$ cat src/rtl/asym_fifo_pkg.sv
`default_nettype none
// ============================================================================
// Module      : asym_fifo_pkg
// Description : Shared helpers for the narrow-to-wide FIFO: log2, ratio and
//               address-width derivation, parameter legality check.
// Revision    : 1.0 - initial release
// ============================================================================
package asym_fifo_pkg;

    localparam int c_MIN_RATIO   = 2;
    localparam int c_MAX_ADDRW   = 24;

    // Ceiling log2, for elaboration-time constants.
    function automatic int log2(input int value);
        int r;
        r = 0;
        for (int i = 0; i < 31; i++) begin
            if ((1 << i) < value) r = i + 1;
        end
        return r;
    endfunction

    function automatic bit isPow2(input int value);
        return (value > 0) && ((value & (value - 1)) == 0);
    endfunction

    function automatic int ratioOf(input int widthA, input int widthB);
        return widthB / widthA;
    endfunction

    function automatic int narrowAddrWidth(input int widthA, input int widthB, input int addrWidthB);
        return addrWidthB + log2(ratioOf(widthA, widthB));
    endfunction

    function automatic bit paramsLegal(input int widthA, input int widthB,
                                       input int depthB, input int addrWidthB);
        int ratio;
        ratio = ratioOf(widthA, widthB);
        return (widthA > 0) &&
               (ratio * widthA == widthB) &&
               (ratio >= c_MIN_RATIO) && isPow2(ratio) &&
               isPow2(depthB) && ((1 << addrWidthB) == depthB) &&
               (addrWidthB <= c_MAX_ADDRW);
    endfunction

endpackage
`default_nettype wire

$ cat src/rtl/asym_fifo_read_wider_if.sv
`default_nettype none
// ============================================================================
// Module      : asym_fifo_read_wider_if
// Description : Narrow write stream plus wide read stream of the FIFO.
//               slave = FIFO side, master = environment side.
// Revision    : 1.0 - initial release
// ============================================================================
interface asym_fifo_read_wider_if #(
    parameter int WIDTHA = 4,
    parameter int WIDTHB = 16
);
    logic              s_valid;
    logic              s_ready;
    logic [WIDTHA-1:0] s_data;
    logic              m_valid;
    logic              m_ready;
    logic [WIDTHB-1:0] m_data;

    modport slave (
        input  s_valid, s_data, m_ready,
        output s_ready, m_valid, m_data
    );

    modport master (
        output s_valid, s_data, m_ready,
        input  s_ready, m_valid, m_data
    );
endinterface
`default_nettype wire

$ cat src/rtl/asym_ram_sdp_read_wider.sv
`default_nettype none
// ============================================================================
// Module      : asym_ram_sdp_read_wider
// Description : Simple dual-port RAM, narrow write port, wide registered read
//               port. Wide word a = narrow {a,0}..{a,RATIO-1}, lane 0 in LSBs.
// Revision    : 1.0 - initial release
// ============================================================================
module asym_ram_sdp_read_wider
    import asym_fifo_pkg::*;
#(
    parameter int WIDTHA     = 4,
    parameter int WIDTHB     = 16,
    parameter int DEPTHB     = 256,
    parameter int ADDRWIDTHB = 8
)(
    input  wire                                                 clk,
    input  wire                                                 we,
    input  wire  [narrowAddrWidth(WIDTHA, WIDTHB, ADDRWIDTHB)-1:0] wrAddr,
    input  wire  [WIDTHA-1:0]                                   wrData,
    input  wire                                                 rdEn,
    input  wire  [ADDRWIDTHB-1:0]                               rdAddr,
    output logic [WIDTHB-1:0]                                   rdData
);
    localparam int c_LANE_W = log2(ratioOf(WIDTHA, WIDTHB));
    localparam int c_NAW    = ADDRWIDTHB + c_LANE_W;

    logic [WIDTHB-1:0]     r_mem [DEPTHB];
    logic [ADDRWIDTHB-1:0] w_wordAddr;
    int                    w_laneBase;

    assign w_wordAddr = wrAddr[c_NAW-1:c_LANE_W];
    assign w_laneBase = int'(wrAddr[c_LANE_W-1:0]) * WIDTHA;

    always_ff @(posedge clk) begin
        if (we) begin
            r_mem[w_wordAddr][w_laneBase +: WIDTHA] <= wrData;
        end
    end

    always_ff @(posedge clk) begin
        if (rdEn) begin
            rdData <= r_mem[rdAddr];
        end
    end
endmodule
`default_nettype wire

$ cat src/rtl/asym_fifo_read_wider.sv
`default_nettype none
// ============================================================================
// Module      : asym_fifo_read_wider
// Description : Single-clock FIFO packing RATIO narrow words into one wide
//               word, with a 2-stage (RAM register + output register) read.
// Revision    : 1.0 - initial release
// ============================================================================
module asym_fifo_read_wider
    import asym_fifo_pkg::*;
#(
    parameter int WIDTHA     = 4,
    parameter int WIDTHB     = 16,
    parameter int DEPTHB     = 256,
    parameter int ADDRWIDTHB = 8
)(
    input  wire                                        clk,
    input  wire                                        rst_n,
    asym_fifo_read_wider_if.slave                      bus,
    output logic [ADDRWIDTHB:0]                        level_b,
    output logic [log2(ratioOf(WIDTHA, WIDTHB))-1:0]   lanes_pending
);
    localparam int c_RATIO  = ratioOf(WIDTHA, WIDTHB);
    localparam int c_LANE_W = log2(c_RATIO);
    localparam int c_NAW    = ADDRWIDTHB + c_LANE_W;
    localparam int c_CAP_N  = DEPTHB * c_RATIO;

    if (!paramsLegal(WIDTHA, WIDTHB, DEPTHB, ADDRWIDTHB)) begin : g_paramCheck
        $error("asym_fifo_read_wider: illegal WIDTHA/WIDTHB/DEPTHB/ADDRWIDTHB");
    end

    logic [c_NAW-1:0]      r_wptr;
    logic [ADDRWIDTHB-1:0] r_rptr;
    logic [c_NAW:0]        r_held;
    logic [ADDRWIDTHB:0]   r_unissued;
    logic [ADDRWIDTHB:0]   r_levelB;
    logic                  r_cmplDly;
    logic                  r_sReady;
    logic                  r_rdValid;
    logic                  r_mValid;
    logic [WIDTHB-1:0]     r_mData;

    logic                  w_accept;
    logic                  w_complete;
    logic                  w_pop;
    logic                  w_advance;
    logic                  w_issue;
    logic [c_NAW:0]        w_heldNext;
    logic [WIDTHB-1:0]     w_ramDout;

    assign w_accept   = bus.s_valid && r_sReady;
    assign w_complete = w_accept && (r_wptr[c_LANE_W-1:0] == {c_LANE_W{1'b1}});
    assign w_pop      = r_mValid && bus.m_ready;
    assign w_advance  = r_rdValid && (!r_mValid || bus.m_ready);
    // Issue unless both stages stay occupied through this cycle.
    assign w_issue    = (r_unissued != '0) && !(r_rdValid && r_mValid && !bus.m_ready);

    // Free space counts popped words only, so issued-but-unpopped slots stay protected.
    assign w_heldNext = r_held + (c_NAW + 1)'(w_accept)
                      - (w_pop ? (c_NAW + 1)'(c_RATIO) : '0);

    always_ff @(posedge clk) begin
        if (!rst_n) begin
            r_wptr     <= '0;
            r_rptr     <= '0;
            r_held     <= '0;
            r_unissued <= '0;
            r_levelB   <= '0;
            r_cmplDly  <= 1'b0;
            r_sReady   <= 1'b0;
        end else begin
            if (w_accept) r_wptr <= r_wptr + 1'b1;
            if (w_issue)  r_rptr <= r_rptr + 1'b1;
            r_held     <= w_heldNext;
            r_cmplDly  <= w_complete;
            r_unissued <= r_unissued + (ADDRWIDTHB + 1)'(r_cmplDly) - (ADDRWIDTHB + 1)'(w_issue);
            r_levelB   <= r_levelB + (ADDRWIDTHB + 1)'(w_complete) - (ADDRWIDTHB + 1)'(w_pop);
            r_sReady   <= (w_heldNext < (c_NAW + 1)'(c_CAP_N));
        end
    end

    always_ff @(posedge clk) begin
        if (!rst_n) begin
            r_rdValid <= 1'b0;
        end else if (w_issue) begin
            r_rdValid <= 1'b1;
        end else if (w_advance) begin
            r_rdValid <= 1'b0;
        end
    end

    always_ff @(posedge clk) begin
        if (!rst_n) begin
            r_mValid <= 1'b0;
            r_mData  <= '0;
        end else if (w_advance) begin
            r_mValid <= 1'b1;
            r_mData  <= w_ramDout;
        end else if (w_pop) begin
            r_mValid <= 1'b0;
        end
    end

    asym_ram_sdp_read_wider #(
        .WIDTHA     (WIDTHA),
        .WIDTHB     (WIDTHB),
        .DEPTHB     (DEPTHB),
        .ADDRWIDTHB (ADDRWIDTHB)
    ) u_ram (
        .clk    (clk),
        .we     (w_accept),
        .wrAddr (r_wptr),
        .wrData (bus.s_data),
        .rdEn   (w_issue),
        .rdAddr (r_rptr),
        .rdData (w_ramDout)
    );

    assign bus.s_ready   = r_sReady;
    assign bus.m_valid   = r_mValid;
    assign bus.m_data    = r_mData;
    assign level_b       = r_levelB;
    assign lanes_pending = r_wptr[c_LANE_W-1:0];
endmodule
`default_nettype wire
$ cat src/flat_wrapper.sv
// flat-port wrapper written by rule: the top's interface ports become plain ports
module asym_fifo_read_wider_flat import asym_fifo_pkg::*;
#(
    parameter int WIDTHA     = 4,
    parameter int WIDTHB     = 16,
    parameter int DEPTHB     = 256,
    parameter int ADDRWIDTHB = 8
)
  (clk, rst_n, level_b, lanes_pending, bus_s_valid, bus_s_data, bus_m_ready, bus_s_ready, bus_m_valid, bus_m_data);
  asym_fifo_read_wider_if #(.WIDTHA(WIDTHA), .WIDTHB(WIDTHB)) bus_i ();
  input  wire clk;
  input  wire rst_n;
  output logic [ADDRWIDTHB:0] level_b;
  output logic [log2(ratioOf(WIDTHA, WIDTHB))-1:0] lanes_pending;
  input wire logic [$bits(bus_i.s_valid)-1:0] bus_s_valid;
  input wire logic [$bits(bus_i.s_data)-1:0] bus_s_data;
  input wire logic [$bits(bus_i.m_ready)-1:0] bus_m_ready;
  output wire logic [$bits(bus_i.s_ready)-1:0] bus_s_ready;
  output wire logic [$bits(bus_i.m_valid)-1:0] bus_m_valid;
  output wire logic [$bits(bus_i.m_data)-1:0] bus_m_data;
  assign bus_i.s_valid = bus_s_valid;
  assign bus_i.s_data = bus_s_data;
  assign bus_i.m_ready = bus_m_ready;
  assign bus_s_ready = bus_i.s_ready;
  assign bus_m_valid = bus_i.m_valid;
  assign bus_m_data = bus_i.m_data;
  asym_fifo_read_wider #(.WIDTHA(WIDTHA), .WIDTHB(WIDTHB), .DEPTHB(DEPTHB), .ADDRWIDTHB(ADDRWIDTHB)) u_core (.clk(clk), .rst_n(rst_n), .bus(bus_i), .level_b(level_b), .lanes_pending(lanes_pending));
endmodule
$ cat config.mk
export PLATFORM = sky130hd
export DESIGN_NAME = asym_fifo_read_wider_flat
export DESIGN_NICKNAME = d
export VERILOG_FILES = /design/src/rtl/asym_fifo_pkg.sv /design/src/rtl/asym_fifo_read_wider_if.sv /design/src/rtl/asym_ram_sdp_read_wider.sv /design/src/rtl/asym_fifo_read_wider.sv /design/src/flat_wrapper.sv
export SDC_FILE = /design/constraint.sdc
export NUM_CORES = 2
export LEC_CHECK = 0
export CORE_ASPECT_RATIO = 0.9
export CORE_MARGIN = 2
export CORE_UTILIZATION = 45
export DETAILED_ROUTE_END_ITERATION = 8
export GPL_ROUTABILITY_DRIVEN = 0
export PLACE_DENSITY_LB_ADDON = 0.1
export SLEW_MARGIN = 20
export SYNTH_ARGS = -nofsm -noshare
export SYNTH_HDL_FRONTEND = slang
export SYNTH_SLANG_ARGS = --single-unit
$ cat constraint.sdc
create_clock -name clk -period 12.9 [get_ports clk]
set_input_delay 2.58 -clock clk [delete_from_list [all_inputs] [get_ports clk]]
set_output_delay 2.58 -clock clk [all_outputs]
set_load 0.01 [all_outputs]
==> results.md <==
- Switching pwr: slightly below 0.01 W
- Post-DR wirelength/cell: approximately 37 um
- Initial DRC count: 13,300
- Core Box Area: between 0.3 and 0.4 mm^2
- Leak: 57.2 nW
- Vias: roughly 90,000
- Warnings, synthesis: 0
- Vias per inst: around 6.3
- CTS tree: yes
- Final Hold Violating Endpoints: 0
- Cell taking the most area after synthesis: edfxtp_1
- Commonest cells after routing, fill and taps aside: 4,112 x edfxtp_1, 1,122 x nor2_1, 900 x mux4_2, 434 x nand2_1, 431 x clkbuf_16
- Initial antenna violation count: 43
- Hold path startpoint: u_core.bus.m_data[12]
- Nets: 8,936
- Max cap viols: 0
- Worst-Skew Late Latency: slightly below 1 ns
- Crit path time final: slightly below 6 ns
- Achievable Freq: about 170 MHz
- Area delta synth->final: 11.8%
- Worst vdd ir: ~140 uV
- Clock root cell: clkbuf_16
- Post-synth top area share: 74.4%
- Crit Path Class: in -> reg
- Total grt overflow: 0
- RSZ-0062 raised after global routing: false
- Post-CTS Resized: 0
- WL met2: 237,000 um
- Hold path cells: 2
- Vias in the first global route: about 90,000
- Top FF cell, synth: edfxtp_1
- Routed WL: about 530,000 um
- Async SR Flop Fraction: 0%
- FP Rows: 211
- DRC viols: 0
- Req. time, crit path: between 10 and 15 ns
- # setup viols final: 0
- R2r startpoint: u_core.r_rptr[1]
- Post-route setup TNS: 0 ns
- Die width: ~640 um
- Dominant cells by area after synthesis: edfxtp_1 74%, mux4_2 12%, nor2_1 2.6%
- Reg power frac: 43.8%
- Internal power: between 0.02 and 0.03 W
- Reg2reg end: u_core.u_ram.rdData[7]
- Min-Delay Endpoint: u_core.bus.m_data[12]
- Largest net degree at the start of global routing: 177
- Critical path startpoint: bus_s_valid
- Gate power share: 21.4%
- Die area: 0.374 mm^2
- CTS Hold Bufs: 0
- Number of flops mapped to enable cells by yosys: a little over 4,000
- Setup Fix Bufs, Post-CTS: 0
- Clock Path Buffers: 4
- Hpwl dp: 335,000 um
- Mapped Cells: just under 9,000
- Final Util: between 50 and 60%
- Critical Path AT: 6.56 ns
- Critical path startpoint category: primary input
- Max FO, Critical Path: 65
- Post-Route Skew: 0.0419 ns
- Post-Syn Area per Cell: around 19 um^2
- Setup crit end kind: flip-flop
- Post-synthesis sequential area ratio: 75.2%
- Initial Util: a little under half
- Syn nets: 8,786
- P per Cell Area: 189 mW/mm^2
- Post-Syn Area: 0.166 mm^2
- Register-to-register setup slack: 7.14 ns
- Top Ports: 37
- Die H: slightly below 600 um
- Total CTS buffers: 422
- Final Max Tran Viols: 0
- Post-synth cell types: 77
- Leading cell type in the layout, fill and taps excluded: edfxtp_1
- GRT Total Usage: 27.9%
- WL met1: 220,000 um
- Reg clk slew, reported paths: roughly 0.06 ns
- Layout cell share with drive strength beyond 1: 20.2%
- Worst-case reg-to-reg path depth: 9
- First-pass GRT wire length: 725,000 um
- H-tree depth: 5
- HP Class: reg -> reg
- FILL cells: 29,500
- Clock sinks: 4,179
- Tcrit/Tclk final: between 40% and 50%
- Drt first pass iters: 6
- Slew headroom: 12.6%
- Status: complete, no violations
- Flops & latches, synth: 4,179
- Clk pwr share: 34.8%
- I/O Buffers: 36
- Worst-Margin Slew: 1.31 ns
- Highest routed layer: met5
- Switching part of the total: 28.3%
- Met3 WL: 50,800 um
- Antenna-violating nets left: 0
## cells by family (layout without fill, tap and decap cells)
group / after synthesis / after routing / synth area share (%)
multiplexers: 1292 / 1292 / 14.6
AND/OR/NAND/NOR: 1777 / 1777 / 4.25
flip-flops: 4179 / 4179 / 75.2
buffers and inverters: 607 / 1107 / 2.10
XOR/XNOR: 34 / 34 / 0.179
AO/OA/AOI/OAI: 803 / 803 / 3.34
adder cells (fa/ha/maj): 43 / 43 / 0.333
other: 0 / 14 / 0
## cell usage after synthesis, types with 12 or more instances
cell and instances:
o21ai_1 14, nor2_1 1156, nor3_1 32, nand2_1 438, buf_12 20, a211oi_1 48, inv_1 46, edfxtp_1 4112
buf_8 16, buf_2 103, o211ai_1 12, buf_6 54, dfxtp_1 67, nand3_1 51, mux4_2 900, buf_4 44
mux2i_1 377, nor2b_1 15, ha_1 41, nand2b_1 21, clkbuf_1 290, a31oi_1 32, a22oi_1 136, buf_1 30
o221ai_1 48, a22o_1 28, and2_1 12, a221o_1 12, a21oi_1 209, a221oi_1 64, a211o_1 13, o21ai_0 56
o22ai_1 58, xnor2_1 23
## how the worst max path moves through the flow
stage,to,slack (ns),cells after the start
floorplan,u_core.u_ram.r_mem[0][4],2.93,2
global placement,u_core.u_ram.r_mem[161][13],6.14,7
detailed placement,u_core.u_ram.r_mem[167][12],6.16,7
CTS,u_core.u_ram.r_mem[167][12],7.18,7
global route,u_core.u_ram.r_mem[160][12],6.87,7
finish,u_core.u_ram.r_mem[160][15],6.99,7
## state kept, by name, summed over array words and instances (netlist names)
register and count:
u_core.bus.m_data 16, u_core.bus.m_valid 1, u_core.bus.s_ready 1, u_core.level_b 9, u_core.r_cmplDly 1, u_core.r_held 11
u_core.r_rdValid 1, u_core.r_rptr 8, u_core.r_unissued 9, u_core.r_wptr 10, u_core.u_ram.r_mem 4096, u_core.u_ram.rdData 16
## through the flow
| step | setup slack (ns) | hold slack [ns] | cells | area (um^2) | power [W] |
|---|---|---|---|---|---|
| floorplan | 2.93 | 0.471 | 8735 | 166000 | 0.0207 |
| global placement | 6.14 | 0.455 | 13400 | 172000 | 0.0231 |
| detailed placement | 6.16 | 0.447 | 13400 | 172000 | 0.0231 |
| CTS | 7.18 | 0.456 | 14100 | 185000 | 0.0351 |
| global route | 6.87 | 0.480 | 14100 | 186000 | 0.0360 |
| finish | 6.99 | 0.454 | 14100 | 186000 | 0.0350 |
## worst max-delay path: stages
cell,delay (ns)
clkdlybuf4s50_1,0.39
and2_1,0.36
nand2_4,0.37
buf_4,0.71
buf_4,0.77
buf_4,0.76
nor2_1,0.28
## area by class of cell
cell class                      instances  area (um^2)  share of cell area, %
Sequential cell                      4179       125000                   67.3
Multi-Input combinational cell       3949        38300                   20.6
Clock buffer                          526        11200                   6.02
Tap cell                             4899         6130                   3.30
Timing Repair Buffer                  283         2590                   1.40
Clock inverter                        248         2340                   1.26
Inverter                               50          198                  0.107
Antenna cell                           14         35.0                 0.0189
## layer usage
layer	vias up	track usage [%]
met5	-	0
met4	14	9.43
met3	782	5.69
met2	4907	41.9
met1	48300	40.9
li1	35600	-
## power groups by stage
stage / Clock, W / Sequential [W] / Combinational, W
after CTS: 0.0123 / 0.0153 / 0.00750
after global routing: 0.0128 / 0.0153 / 0.00785
after global placement: 0 / 0.0156 / 0.00747
after detailed placement: 0 / 0.0156 / 0.00748
final: 0.0122 / 0.0153 / 0.00750
after floorplan: 0 / 0.0156 / 0.00507
Power figures use the tool's default switching activity.
